`src/rtl/timeline_pkg.sv`:
```
// ============================================================================
//  Module      : timeline_pkg
//  Description : Shared FSM states, default sizes and scene codes for the
//                timeline player and the display/scene mux.
//  Revision    : 1.0  initial release
// ============================================================================
`default_nettype none

package timeline_pkg;

    typedef enum logic [1:0] {
        IDLE = 2'd0,
        RUN  = 2'd1,
        DONE = 2'd2
    } state_t;

    localparam int c_default_step_w = 6;
    localparam int c_default_depth  = 64;
    localparam int c_default_code_w = 4;
    localparam int c_default_rate_w = 4;

    // Scene codes understood by the display mux
    localparam logic [3:0] c_scene_blank     = 4'd0;
    localparam logic [3:0] c_scene_intro     = 4'd1;
    localparam logic [3:0] c_scene_play      = 4'd2;
    localparam logic [3:0] c_scene_countdown = 4'd3;
    localparam logic [3:0] c_scene_end       = 4'd4;

endpackage

`default_nettype wire

```
`src/rtl/step_prescaler.sv`:
```
// ============================================================================
//  Module      : step_prescaler
//  Description : Tick counter that raises tc on the tick that completes a
//                rate+1 tick period; clear/load restart the period.
//  Revision    : 1.0  initial release
// ============================================================================
`default_nettype none

module step_prescaler #(
    parameter int RATE_W = 4
) (
    input  logic              clk,
    input  logic              rst_n,
    input  logic              clear,
    input  logic              load,
    input  logic [RATE_W-1:0] rate,
    input  logic              tick,
    output logic              tc
);

    logic [RATE_W-1:0] r_rate;
    logic [RATE_W-1:0] r_count;

    always_ff @(posedge clk) begin
        if (!rst_n) begin
            r_count <= '0;
            r_rate  <= '0;
        end else if (clear) begin
            r_count <= '0;
        end else if (load) begin
            r_count <= '0;
            r_rate  <= rate;
        end else if (tick) begin
            r_count <= (r_count == r_rate) ? '0 : r_count + 1'b1;
        end
    end

    // Ticks coincident with clear/load never complete a period
    assign tc = tick && !clear && !load && (r_count == r_rate);

endmodule

`default_nettype wire

```
`src/rtl/timeline_player.sv`:
```
// ============================================================================
//  Module      : timeline_player
//  Description : Runtime-loadable scene-code sequencer stepping through a
//                code table at a programmable tick rate, one-shot or looped.
//  Revision    : 1.0  initial release
// ============================================================================
`default_nettype none

module timeline_player
    import timeline_pkg::*;
#(
    parameter int                STEP_W       = c_default_step_w,
    parameter int                DEPTH        = c_default_depth,
    parameter int                CODE_W       = c_default_code_w,
    parameter int                RATE_W       = c_default_rate_w,
    parameter logic [CODE_W-1:0] IDLE_CODE    = CODE_W'(c_scene_blank),
    parameter logic [CODE_W-1:0] DEFAULT_CODE = CODE_W'(c_scene_play)
) (
    input  logic              clk,
    input  logic              rst_n,
    input  logic              tick,
    input  logic              start,
    input  logic              stop,
    input  logic              loop_mode,
    input  logic [RATE_W-1:0] rate,
    input  logic [STEP_W-1:0] last,
    input  logic              wr_en,
    input  logic [STEP_W-1:0] wr_addr,
    input  logic [CODE_W-1:0] wr_data,
    output logic [CODE_W-1:0] code,
    output logic [STEP_W-1:0] step,
    output logic              busy,
    output logic              done,
    output logic              wrap
);

    state_t              r_state;
    state_t              w_state_next;
    logic [STEP_W-1:0]   w_step_next;
    logic                w_done_next;
    logic                w_wrap_next;
    logic [STEP_W-1:0]   r_last;
    logic [STEP_W-1:0]   w_last_clamped;
    logic                r_loop;
    logic                w_tc;
    logic [CODE_W-1:0]   r_table [DEPTH];

    assign w_last_clamped = ({1'b0, last} >= (STEP_W+1)'(DEPTH)) ? STEP_W'(DEPTH - 1) : last;

    step_prescaler #(
        .RATE_W (RATE_W)
    ) u_prescaler (
        .clk   (clk),
        .rst_n (rst_n),
        .clear (stop),
        .load  (start),
        .rate  (rate),
        .tick  (tick && (r_state == RUN)),
        .tc    (w_tc)
    );

    // Addresses with no matching entry fall through, so out-of-range writes are dropped
    generate
        for (genvar i = 0; i < DEPTH; i++) begin : g_table
            always_ff @(posedge clk) begin
                if (!rst_n) begin
                    r_table[i] <= DEFAULT_CODE;
                end else if (wr_en && (wr_addr == STEP_W'(i))) begin
                    r_table[i] <= wr_data;
                end
            end
        end
    endgenerate

    always_ff @(posedge clk) begin
        if (!rst_n) begin
            r_state <= IDLE;
            step    <= '0;
            busy    <= 1'b0;
            done    <= 1'b0;
            wrap    <= 1'b0;
            r_last  <= '0;
            r_loop  <= 1'b0;
        end else begin
            r_state <= w_state_next;
            step    <= w_step_next;
            busy    <= (w_state_next == RUN);
            done    <= w_done_next;
            wrap    <= w_wrap_next;
            if (start && !stop) begin
                r_last <= w_last_clamped;
                r_loop <= loop_mode;
            end
        end
    end

    always_comb begin
        w_state_next = r_state;
        w_step_next  = step;
        w_done_next  = 1'b0;
        w_wrap_next  = 1'b0;
        if (stop) begin
            w_state_next = IDLE;
            w_step_next  = '0;
        end else if (start) begin
            w_state_next = RUN;
            w_step_next  = '0;
        end else begin
            case (r_state)
                IDLE: w_step_next = '0;
                RUN: begin
                    if (w_tc) begin
                        if (step < r_last) begin
                            w_step_next = step + 1'b1;
                        end else if (r_loop) begin
                            w_step_next = '0;
                            w_wrap_next = 1'b1;
                        end else begin
                            w_state_next = DONE;
                            w_done_next  = 1'b1;
                        end
                    end
                end
                DONE:    w_step_next  = step;
                default: w_state_next = IDLE;
            endcase
        end
    end

    // Code trails step by one cycle and reads the table as it stood before this edge
    always_ff @(posedge clk) begin
        if (!rst_n) begin
            code <= IDLE_CODE;
        end else if (r_state == IDLE) begin
            code <= IDLE_CODE;
        end else begin
            code <= r_table[step];
        end
    end

endmodule

`default_nettype wire

```
`config.mk`:
```
export PLATFORM = sky130hd
export DESIGN_NAME = timeline_player
export DESIGN_NICKNAME = d
export VERILOG_FILES = /design/src/rtl/timeline_pkg.sv /design/src/rtl/step_prescaler.sv /design/src/rtl/timeline_player.sv
export SDC_FILE = /design/constraint.sdc
export NUM_CORES = 1
export LEC_CHECK = 0
export ABC_CLOCK_PERIOD_IN_PS = 3700
export BUFFER_PORTS_ARGS = -buffer_cell sky130_fd_sc_hd__buf_2
export CORE_MARGIN = 10
export CORE_UTILIZATION = 64
export CTS_CLUSTER_DIAMETER = 50
export DETAILED_ROUTE_END_ITERATION = 10
export PLACE_DENSITY = 0.93
export REMOVE_ABC_BUFFERS = 1
export SETUP_SLACK_MARGIN = 0.2
export SYNTH_ARGS = -nofsm -noshare
export SYNTH_HDL_FRONTEND = slang
export SYNTH_HIERARCHICAL = 1
export SYNTH_SLANG_ARGS = --single-unit
```
`constraint.sdc`:
```
create_clock -name clk -period 3.7 [get_ports clk]
set_input_delay 0.37 -clock clk [delete_from_list [all_inputs] [get_ports clk]]
set_output_delay 0.37 -clock clk [all_outputs]
set_load 0.005 [all_outputs]
```
==> impl_metrics.py, run 1 <==
metrics = {
    "global_route": {
        "grt_pass1_wl_mm": 50.72,
        "track_usage_pct": 22.80,
        "grt_pass1_vias": 9133,
        "antenna_found_initial": 0,
        "grt_start_max_net_pins": 65,
        "grt-ovfl-total": 0,
    },
    "logic_synthesis": {
        "synth_edf_count": 256,
        "synthFlopType": "edfxtp_1",
        "ys_top_cells_by_count": "edfxtp_1, and2_1, nor2_1",
        "ys_ff_latch": 286,
        "yosys-top-cells-area": "edfxtp_1, mux4_2, and2_1",
        "synth.most_common_cell": "edfxtp_1",
        "ys_seq_area_share_pct": 60.16,
        "synth.largest_area_cell": "edfxtp_1",
        "synth_area_sq_um": 13780,
        "async_flop_share_pct": 0,
        "ys.warnings.count": 6,
        "syn_avg_cell_area_sq_um": 13.12,
        "synth.distinct_cells": 49,
        "synthCells": 1050,
        "yosysTopAreaCellShare_pct": 55.80,
    },
    "power_and_ir_drop": {
        "p_leak_nw": 4.954,
        "ir_drop_v": 0.0003529,
        "p_total_mw": 7.032,
        "powerDensity_nw_per_um2": 468.6,
    },
    "sta": {
        "holdWs_ns": 0.07457,
        "period_share_pct": 75.72,
        "worst_slack_ns": 0.8982,
        "final.min_clock_period_ns": 2.802,
        "max_clock_freq_mhz": 356.9,
        "skew_ns": 0.02266,
        "finalSetupViolations": 0,
        "setup_tns_ns": 0,
        "relSlewSlack_pct": 22.00,
        "rsz0062_at_grt": "false",
        "slew_violations": 0,
        "tightestPinTransition_ns": 1.140,
        "finalHoldViolCount": 0,
    },
    "floorplanning": {
        "fp.dieH_microns": 166.7,
        "die_x_microns": 166.7,
        "ios": 40,
        "rows": 53,
        "dieArea_sq_um": 27800,
        "core_sq_um": 21090,
        "start_util_pct": 65.33,
    },
    "drt": {
        "vias_per_cell": 6.642,
        "wirelength_mm": 32.44,
        "drt_iter0_markers": 1290,
        "drtAntennaViolNets": 0,
        "wire_per_inst_microns": 24.26,
        "drc": 0,
        "detail_route.first_pass.iterations": 5,
        "vias": 8880,
    },
    "finish": {
        "fin_nets": 1071,
        "drive_above_1_share_pct": 16.87,
        "utilization_pct": 71.16,
        "fin_cells": 1337,
        "fin_area_sq_um": 15010,
        "area_delta_synth_final_pct": 8.918,
    },
    "clocking": {
        "hold_buffers": 0,
        "clk_latency_ns": 0.56,
        "cts_buffers": 30,
        "clockBufferDepth": 3,
        "post_cts_buffers": 0,
        "path_clk_slew_ns": 0.06,
        "clock-sinks": 286,
        "cts.repair.resized": 0,
        "cts_htree_levels": 1,
        "cts_tree": "done",
        "root_buffer": "clkbuf_16",
    },
    "setup_path": {
        "crit_chain": "buf_12 > mux4_2 > a2111oi_0 > o32ai_1",
        "critical_path.endpoint_type": "flip-flop",
        "cp_slowest_cell": "a2111oi_0",
        "crit_fanout": 24,
        "path_class": "reg2reg",
        "worst_setup_path_start_kind": "flip-flop",
        "crit_required_ns": 4.08,
        "arrival_ns": 3.18,
        "critPathMaxStageDelay_ns": 1.02,
    },
    "placement": {
        "hpwl_mm": 19.88,
        "place_inst": 1280,
        "dpl-instance-area_sq_um": 14040,
        "place.gp.congestion": 0.8563,
        "portBuffers": 39,
        "dpl_worst_slack_ns": 0.9711,
    },
    "outcome": {
        "status": "finished, final reports clean",
    },
    "hold_path": {
        "min_path_type": "in2reg",
    },
    "run": {
        "drv_cap": 0,
    },
}
[routing by layer]
metal,track usage [%],up-vias,routed length [microns]
met5,0,-,0
met4,8.935,0,1206
met3,4.425,97,3446
met2,38.88,591,16460
met1,28.16,4369,11320
li1,-,3823,-
[sequential cells by signal, indices dropped and copies added, names as in the netlist]
name	cells
done	1
r_last	6
r_state	2
r_loop	1
u_prescaler/r_count	4
busy	1
wrap	1
code	4
u_prescaler/r_rate	4
r_table	256
step	6
[report_power, final]
part / total (mW) / switching, mW / internal, mW
logic: 0.360 / 0.240 / 0.120
clock network: 2.94 / 1.24 / 1.70
registers: 3.73 / 0.0619 / 3.67
total: 7.03 / 1.54 / 5.49
[kinds of logic (layout without fill, tap and decap cells)]
| logic type | count (synthesis) | in the layout | synth area share (%) |
|---|---|---|---|
| XOR/XNOR | 6 | 6 | 0.3814 |
| multiplexers | 91 | 91 | 12.90 |
| AO/OA/AOI/OAI | 115 | 115 | 4.795 |
| AND/OR/NAND/NOR | 430 | 430 | 17.60 |
| other | 0 | 1 | 0 |
| flip-flops | 286 | 286 | 60.16 |
| buffers and inverters | 115 | 126 | 3.533 |
| adder cells (fa/ha/maj) | 7 | 7 | 0.6357 |
[cells in the final DEF (no fill, tap or decap), types with 11 or more instances in the layout]
cell,count
a21oi_1,14
and2_1,195
buf_2,39
buf_4,11
clkbuf_16,30
dfxtp_1,27
edfxtp_1,256
inv_1,17
mux2i_1,20
mux4_2,69
nand2_1,23
nand3_1,13
nor2_1,86
nor2b_1,20
o21ai_0,72
or3_1,67
[path summary, 6_finish.rpt]
check | end | start | cells after the start | slack, ns
worst max-delay path | code[1] | step[0] | 4 | 0.90
worst min-delay path | r_state[1] | start | 2 | 0.07
worst max register to register | code[1] | step[0] | 4 | 0.90
worst min register to register | done | r_loop | 1 | 0.48
[layout make-up]
| class | instances | area (sq um) |
|---|---|---|
| clock inverters | 21 | 191.4 |
| flip-flops and latches | 286 | 8294 |
| multi-input cells | 649 | 5002 |
| clock buffers | 35 | 769.5 |
| well taps | 275 | 344.1 |
| fillers | 1316 | 6082 |
| inverters | 17 | 63.81 |
| diodes | 1 | 2.502 |
| repair buffers | 53 | 337.8 |
[worst max-delay path, delay by kind of cell, from the launching register on]
kind	cells	cell delay (ns)
buf+inv	1	0.27
mux	1	0.55
compound gates	2	1.21
flops	1	0.58
No activity file was read; power rests on OpenSTA's default activity.
==> run 2, diff against run 1 <==
Settings changed: ABC_CLOCK_PERIOD_IN_PS 3700 to 2800, CORE_UTILIZATION 64 to 63, PLACE_DENSITY 0.93 to 0.91.
Clock period 3.7 ns to 2.8 ns, I/O delays scaled along.
==> impl_metrics.py, run 2 (synthesis results as in run 1) <==
metrics = {
    "floorplanning": {
        "fp.dieH_microns": 167.9,
        "dieArea_sq_um": 28180,
        "die_x_microns": 167.9,
        "core_sq_um": 21690,
        "rows": 54,
        "ios": 40,
        "start_util_pct": 63.52,
    },
    "sta": {
        "relSlewSlack_pct": 23.66,
        "finalSetupViolations": 0,
        "setup_tns_ns": 0,
        "rsz0062_at_grt": "false",
        "slew_violations": 0,
        "skew_ns": 0.007929,
        "tightestPinTransition_ns": 1.145,
        "finalHoldViolCount": 0,
        "max_clock_freq_mhz": 407.9,
        "final.min_clock_period_ns": 2.451,
        "period_share_pct": 87.55,
    },
    "finish": {
        "fin_nets": 1105,
        "mostFrequentLayoutCells": "edfxtp_1, and2_1, nor2_1",
        "drive_above_1_share_pct": 18.92,
        "largest_register_ffs": 256,
        "fill_cells": 1292,
        "fin_area_sq_um": 15390,
        "top_register": "r_table",
        "area_delta_synth_final_pct": 11.69,
        "layout_commonest_cell": "edfxtp_1",
        "fin_cells": 1374,
        "antennaDiodeCount": 0,
        "reg_top3": "r_table: 256 flops, r_last: 6 flops, step: 6 flops",
    },
    "power_and_ir_drop": {
        "p_leak_nw": 5.153,
        "ir_drop_v": 0.0005474,
        "powerDensity_nw_per_um2": 618.6,
    },
    "setup_path": {
        "crit_fanout": 10,
        "reg2reg_slack_ns": 0.35,
        "cp_slowest_cell": "or4_1",
        "crit_chain": "xor2_1 > nor4_4 > and3_2 > nor2_1 > a311o_2 > or4_1 > a21oi_1",
        "critPathMaxStageDelay_ns": 0.49,
        "path_class": "reg2reg",
        "worst_setup_path_start_kind": "flip-flop",
        "path_delay_family": "simple AND/OR/NAND/NOR gates",
        "arrival_ns": 2.93,
        "path_buf_inv": 0,
        "crit_required_ns": 3.28,
        "critical_path.endpoint_type": "flip-flop",
    },
    "drt": {
        "drc": 0,
        "vias_per_cell": 6.661,
        "vias": 9152,
        "wire_per_inst_microns": 24.84,
        "drt_iter0_markers": 1463,
        "detail_route.first_pass.iterations": 6,
        "wirelength_mm": 34.14,
        "drtAntennaViolNets": 0,
    },
    "clocking": {
        "cts_buffers": 30,
        "cts_tree": "done",
        "path_clk_slew_ns": 0.06,
        "clk_latency_ns": 0.56,
        "cts_htree_levels": 1,
        "clock-sinks": 286,
        "clockBufferDepth": 3,
        "root_buffer": "clkbuf_16",
    },
    "global_route": {
        "grt_pass1_vias": 9420,
        "track_usage_pct": 23.54,
        "grt_start_max_net_pins": 65,
        "grt-ovfl-total": 0,
        "antenna_found_initial": 0,
        "grt_pass1_wl_mm": 52.43,
    },
    "placement": {
        "portBuffers": 39,
        "dpl-instance-area_sq_um": 14220,
        "place.gp.congestion": 0.9056,
        "place_inst": 1306,
        "hpwl_mm": 21.10,
    },
    "run": {
        "drv_cap": 0,
    },
    "hold_path": {
        "min_path_type": "in2reg",
    },
    "outcome": {
        "status": "finished, final reports clean",
    },
}
-- run 2: cell count changes in the layout (fill, tap and decap cells not counted), moves of 2 or more --
cell,before,now
clkinvlp_4,2,0
clkinv_1,7,1
clkinv_4,1,3
clkbuf_1,5,8
buf_12,3,5
dlygate4sd3_1,0,12
clkbuf_8,0,2
buf_4,11,31
-- run 2: final cells by class --
class                   instances  area (sq um)  area share [%]
repair buffers                 87         648.1           4.212
flip-flops and latches        286          8294           53.90
clock inverters                14         180.2           1.171
clock buffers                  41         833.3           5.415
inverters                      17         63.81          0.4147
well taps                     280         350.3           2.277
multi-input cells             649          5017           32.61
-- run 2: final timing paths --
path | cells after the start | start | to
setup / recovery | 7 | u_prescaler/r_count[1] | step[5]
hold / removal | 3 | stop | busy
setup reg to reg | 7 | u_prescaler/r_count[1] | step[5]
hold reg to reg | 1 | r_loop | done
-- run 2: per-layer routing --
layer	part of all wire, %	up-vias	global-route usage, %
met2	51	691	40.61
met1	35	4474	28.70
met3	11	97	4.540
met4	3.6	0	9.046
met5	0	-	0
li1	-	3890	-
-- run 2: power by group --
group / leakage (nW) / total (mW) / internal, mW / switching (mW)
logic: 1.94 / 0.507 / 0.182 / 0.325
registers: 2.72 / 4.94 / 4.85 / 0.0877
clock network: 0.500 / 4.07 / 2.45 / 1.62
-- run 2: through the flow --
step	setup WS [ns]	power (mW)	hold WS (ns)	util (%)
finish	0.3485	9.519	0.1455	70.95
global route	0.2133	9.732	0.1693	70.95
CTS	0.2368	9.508	0.1193	70.79
detailed placement	0.2759	5.494	0.4527	65.56
global placement	0.3803	5.465	0.4574	65.56
floorplan	-1.590	5.238	0.3593	-
-- run 2: tightest hold or removal path, delay by kind of cell --
kind                   cells  cell delay, ns
AND/OR/NAND/NOR            2            0.25
buffers and inverters      1            0.11
-- run 2: timing repair --
item,4_1_cts,5_1_grt
endpoints found under the hold margin,12,0
hold buffers,12,0
setup buffers,0,1
gates resized for setup,0,5
setup endpoints to repair,0,4
==> run 3, diff against run 2 <==
Settings changed: ABC_AREA set to 1, ABC_CLOCK_PERIOD_IN_PS 2800 to 2100, CORE_UTILIZATION 63 to 57, PLACE_DENSITY 0.91 to 0.88, SKIP_CTS_REPAIR_TIMING set to 1.
Clock period 2.8 ns to 2.1 ns, I/O delays scaled along.
==> impl_metrics.py, run 3 <==
metrics = {
    "setup_path": {
        "cp-startpoint": "step[0]",
        "crit_required_ns": 2.56,
        "arrival_ns": 2.28,
        "path_class": "reg2reg",
        "r2r-end": "code[2]",
        "worstReg2RegStart": "step[0]",
        "endpoint": "code[2]",
        "r2r_cells": 12,
        "reg2reg_slack_ns": 0.29,
        "crit_fanout": 45,
        "critical_path.endpoint_type": "flip-flop",
        "worst_setup_path_start_kind": "flip-flop",
    },
    "power_and_ir_drop": {
        "power.share.switching_pct": 22.90,
        "seqPwrFrac_pct": 51.3,
        "ir_drop_v": 0.0006296,
        "powerDensity_nw_per_um2": 795.0,
        "p_leak_nw": 6.420,
        "p_comb_share_pct": 7.3,
        "p_int_mw": 9.872,
        "switchingPower_mw": 2.933,
        "pwr-share-clk_pct": 41.5,
    },
    "logic_synthesis": {
        "synthFlopType": "edfxtp_1",
        "synthCells": 1687,
        "yosys-top-cells-area": "edfxtp_1, nand2_1, nor2_1",
        "ys_top_cells_by_count": "nand2_1, nor2_1, edfxtp_1",
        "synth_area_sq_um": 14290,
        "synth.largest_area_cell": "edfxtp_1",
        "ys.warnings.count": 6,
        "synth_edf_count": 256,
        "synth.distinct_cells": 34,
        "yosysTopAreaCellShare_pct": 53.80,
        "synth.most_common_cell": "nand2_1",
        "ys_ff_latch": 286,
        "syn_avg_cell_area_sq_um": 8.471,
        "async_flop_share_pct": 0,
        "ys_seq_area_share_pct": 58.00,
    },
    "clocking": {
        "path_clk_slew_ns": 0.06,
        "cts_htree_levels": 1,
        "clockBufferDepth": 3,
        "clock-sinks": 286,
        "cts_buffers": 29,
        "clk_latency_ns": 0.56,
        "root_buffer": "clkbuf_16",
        "cts_tree": "done",
    },
    "drt": {
        "detail_route.first_pass.iterations": 6,
        "wire_per_inst_microns": 18.48,
        "drt_iter0_markers": 1727,
        "drtAntennaViolNets": 0,
        "drc": 0,
        "wirelength_mm": 38.18,
        "vias_per_cell": 5.810,
        "vias": 12000,
    },
    "finish": {
        "register_area_sq_um": 8297,
        "top_register": "r_table",
        "largest_register_ffs": 256,
        "layout_commonest_cell": "nand2_1",
        "fin_nets": 1755,
        "fin_cells": 2066,
        "mostFrequentLayoutCells": "nand2_1, nor2_1, edfxtp_1",
        "multi_input_area_sq_um": 4946,
        "drive_above_1_share_pct": 11.37,
        "reg_top3": "r_table: 256 flops, r_last: 6 flops, step: 6 flops",
        "area_delta_synth_final_pct": 12.72,
        "fill_cells": 1821,
    },
    "outcome": {
        "status": "complete, but fails checks",
        "violations": "hold timing",
    },
    "sta": {
        "relSlewSlack_pct": 49.01,
        "finalSetupViolations": 0,
        "setup_tns_ns": 0,
        "period_share_pct": 86.35,
        "holdWs_ns": -0.01514,
        "max_clock_freq_mhz": 551.5,
        "tightestPinTransition_ns": 0.7569,
        "skew_ns": 0.02180,
        "rsz0062_at_grt": "false",
        "slew_violations": 0,
        "final.min_clock_period_ns": 1.813,
        "finalHoldViolCount": 2,
    },
    "global_route": {
        "antenna_found_initial": 1,
        "grt_pass1_wl_mm": 58.95,
        "track_usage_pct": 23.09,
        "grt_pass1_vias": 11740,
        "grt_start_max_net_pins": 93,
        "grt-ovfl-total": 0,
    },
    "hold_path": {
        "whs_path_depth": 3,
        "min_path_type": "in2reg",
        "holdCritStartpoint": "last[4]",
    },
    "floorplanning": {
        "die_x_microns": 178.3,
        "ios": 40,
        "rows": 57,
        "core_sq_um": 24460,
        "start_util_pct": 58.42,
        "dieArea_sq_um": 31800,
        "fp.dieH_microns": 178.3,
    },
    "run": {
        "drv_cap": 0,
    },
    "placement": {
        "portBuffers": 39,
        "hpwl_mm": 23.66,
        "place.gp.congestion": 0.9195,
        "place_inst": 1999,
    },
}
run 3: kinds of logic (layout without fill, tap and decap cells):
logic type	Yosys count	count (layout)	share of synthesized area (%)
mux	1	1	0.07005
flops	286	286	58.00
fa+ha+maj	7	7	0.6129
simple gates	1032	1032	29.92
buf+inv	262	316	7.600
other cells	0	1	0
compound gates	92	92	3.371
xor+xnor	7	7	0.4290
run 3: routing by layer:
layer / global-route usage, % / vias to the layer above / routed length, microns
li1: - / 5480 / -
met1: 28.62 / 5573 / 13800
met2: 39.16 / 792 / 18480
met3: 3.594 / 159 / 4280
met4: 10.37 / 0 / 1617
met5: 0 / - / 0
run 3: cell type report:
type,instances,area share [%]
flip-flops and latches,286,51.51
well taps,324,2.517
inverters,164,3.853
diodes,1,0.01554
clock buffers,34,4.622
clock inverters,17,1.328
multi-input cells,1139,30.71
repair buffers,101,5.453
run 3: per-stage QoR:
stage | hold WS, ns | power [mW] | utilization [%] | area, sq um | setup WS, ns
final | -0.01514 | 12.81 | 65.85 | 16110 | 0.2866
after detailed placement | 0.4424 | 7.537 | 60.98 | 14920 | 0.1566
after CTS | -0.1282 | 12.71 | 64.90 | 15880 | 0.1451
after floorplan | 0.2880 | 7.159 | - | 13820 | -3.003
after global placement | 0.4419 | 7.495 | 60.98 | 14920 | 0.2347
after global routing | -0.0003439 | 13.11 | 65.84 | 16110 | 0.1840
run 3: worst max-delay path, cell delays in order, from the launching register on:
cell	delay (ns)
dfxtp_4	0.39
inv_4	0.14
buf_16	0.23
nand2_1	0.10
nand2_1	0.08
nand2_1	0.06
nand3_1	0.13
nand3_1	0.12
nand2_1	0.11
nand2_1	0.05
nand2_1	0.07
inv_1	0.07
a21oi_1	0.13
run 3: how the worst min path moves through the flow:
| stage | slack, ns | to |
|---|---|---|
| 2_1_floorplan | 0.29 | busy |
| 3_3_place_gp | 0.44 | r_last[0] |
| 3_5_place_dp | 0.44 | r_last[0] |
| 4_1_cts | -0.13 | r_last[0] |
| 5_1_grt | -0.0003 | r_last[4] |
| 6_report | -0.02 | r_last[4] |
run 3: power groups by stage:
stage / Combinational [mW] / Clock [mW] / Sequential [mW]
3_3_place_gp: 0.831 / 0 / 6.66
4_1_cts: 0.869 / 5.29 / 6.56
6_report: 0.932 / 5.31 / 6.56
3_5_place_dp: 0.859 / 0 / 6.68
5_1_grt: 1.01 / 5.51 / 6.58
2_1_floorplan: 0.501 / 0 / 6.66
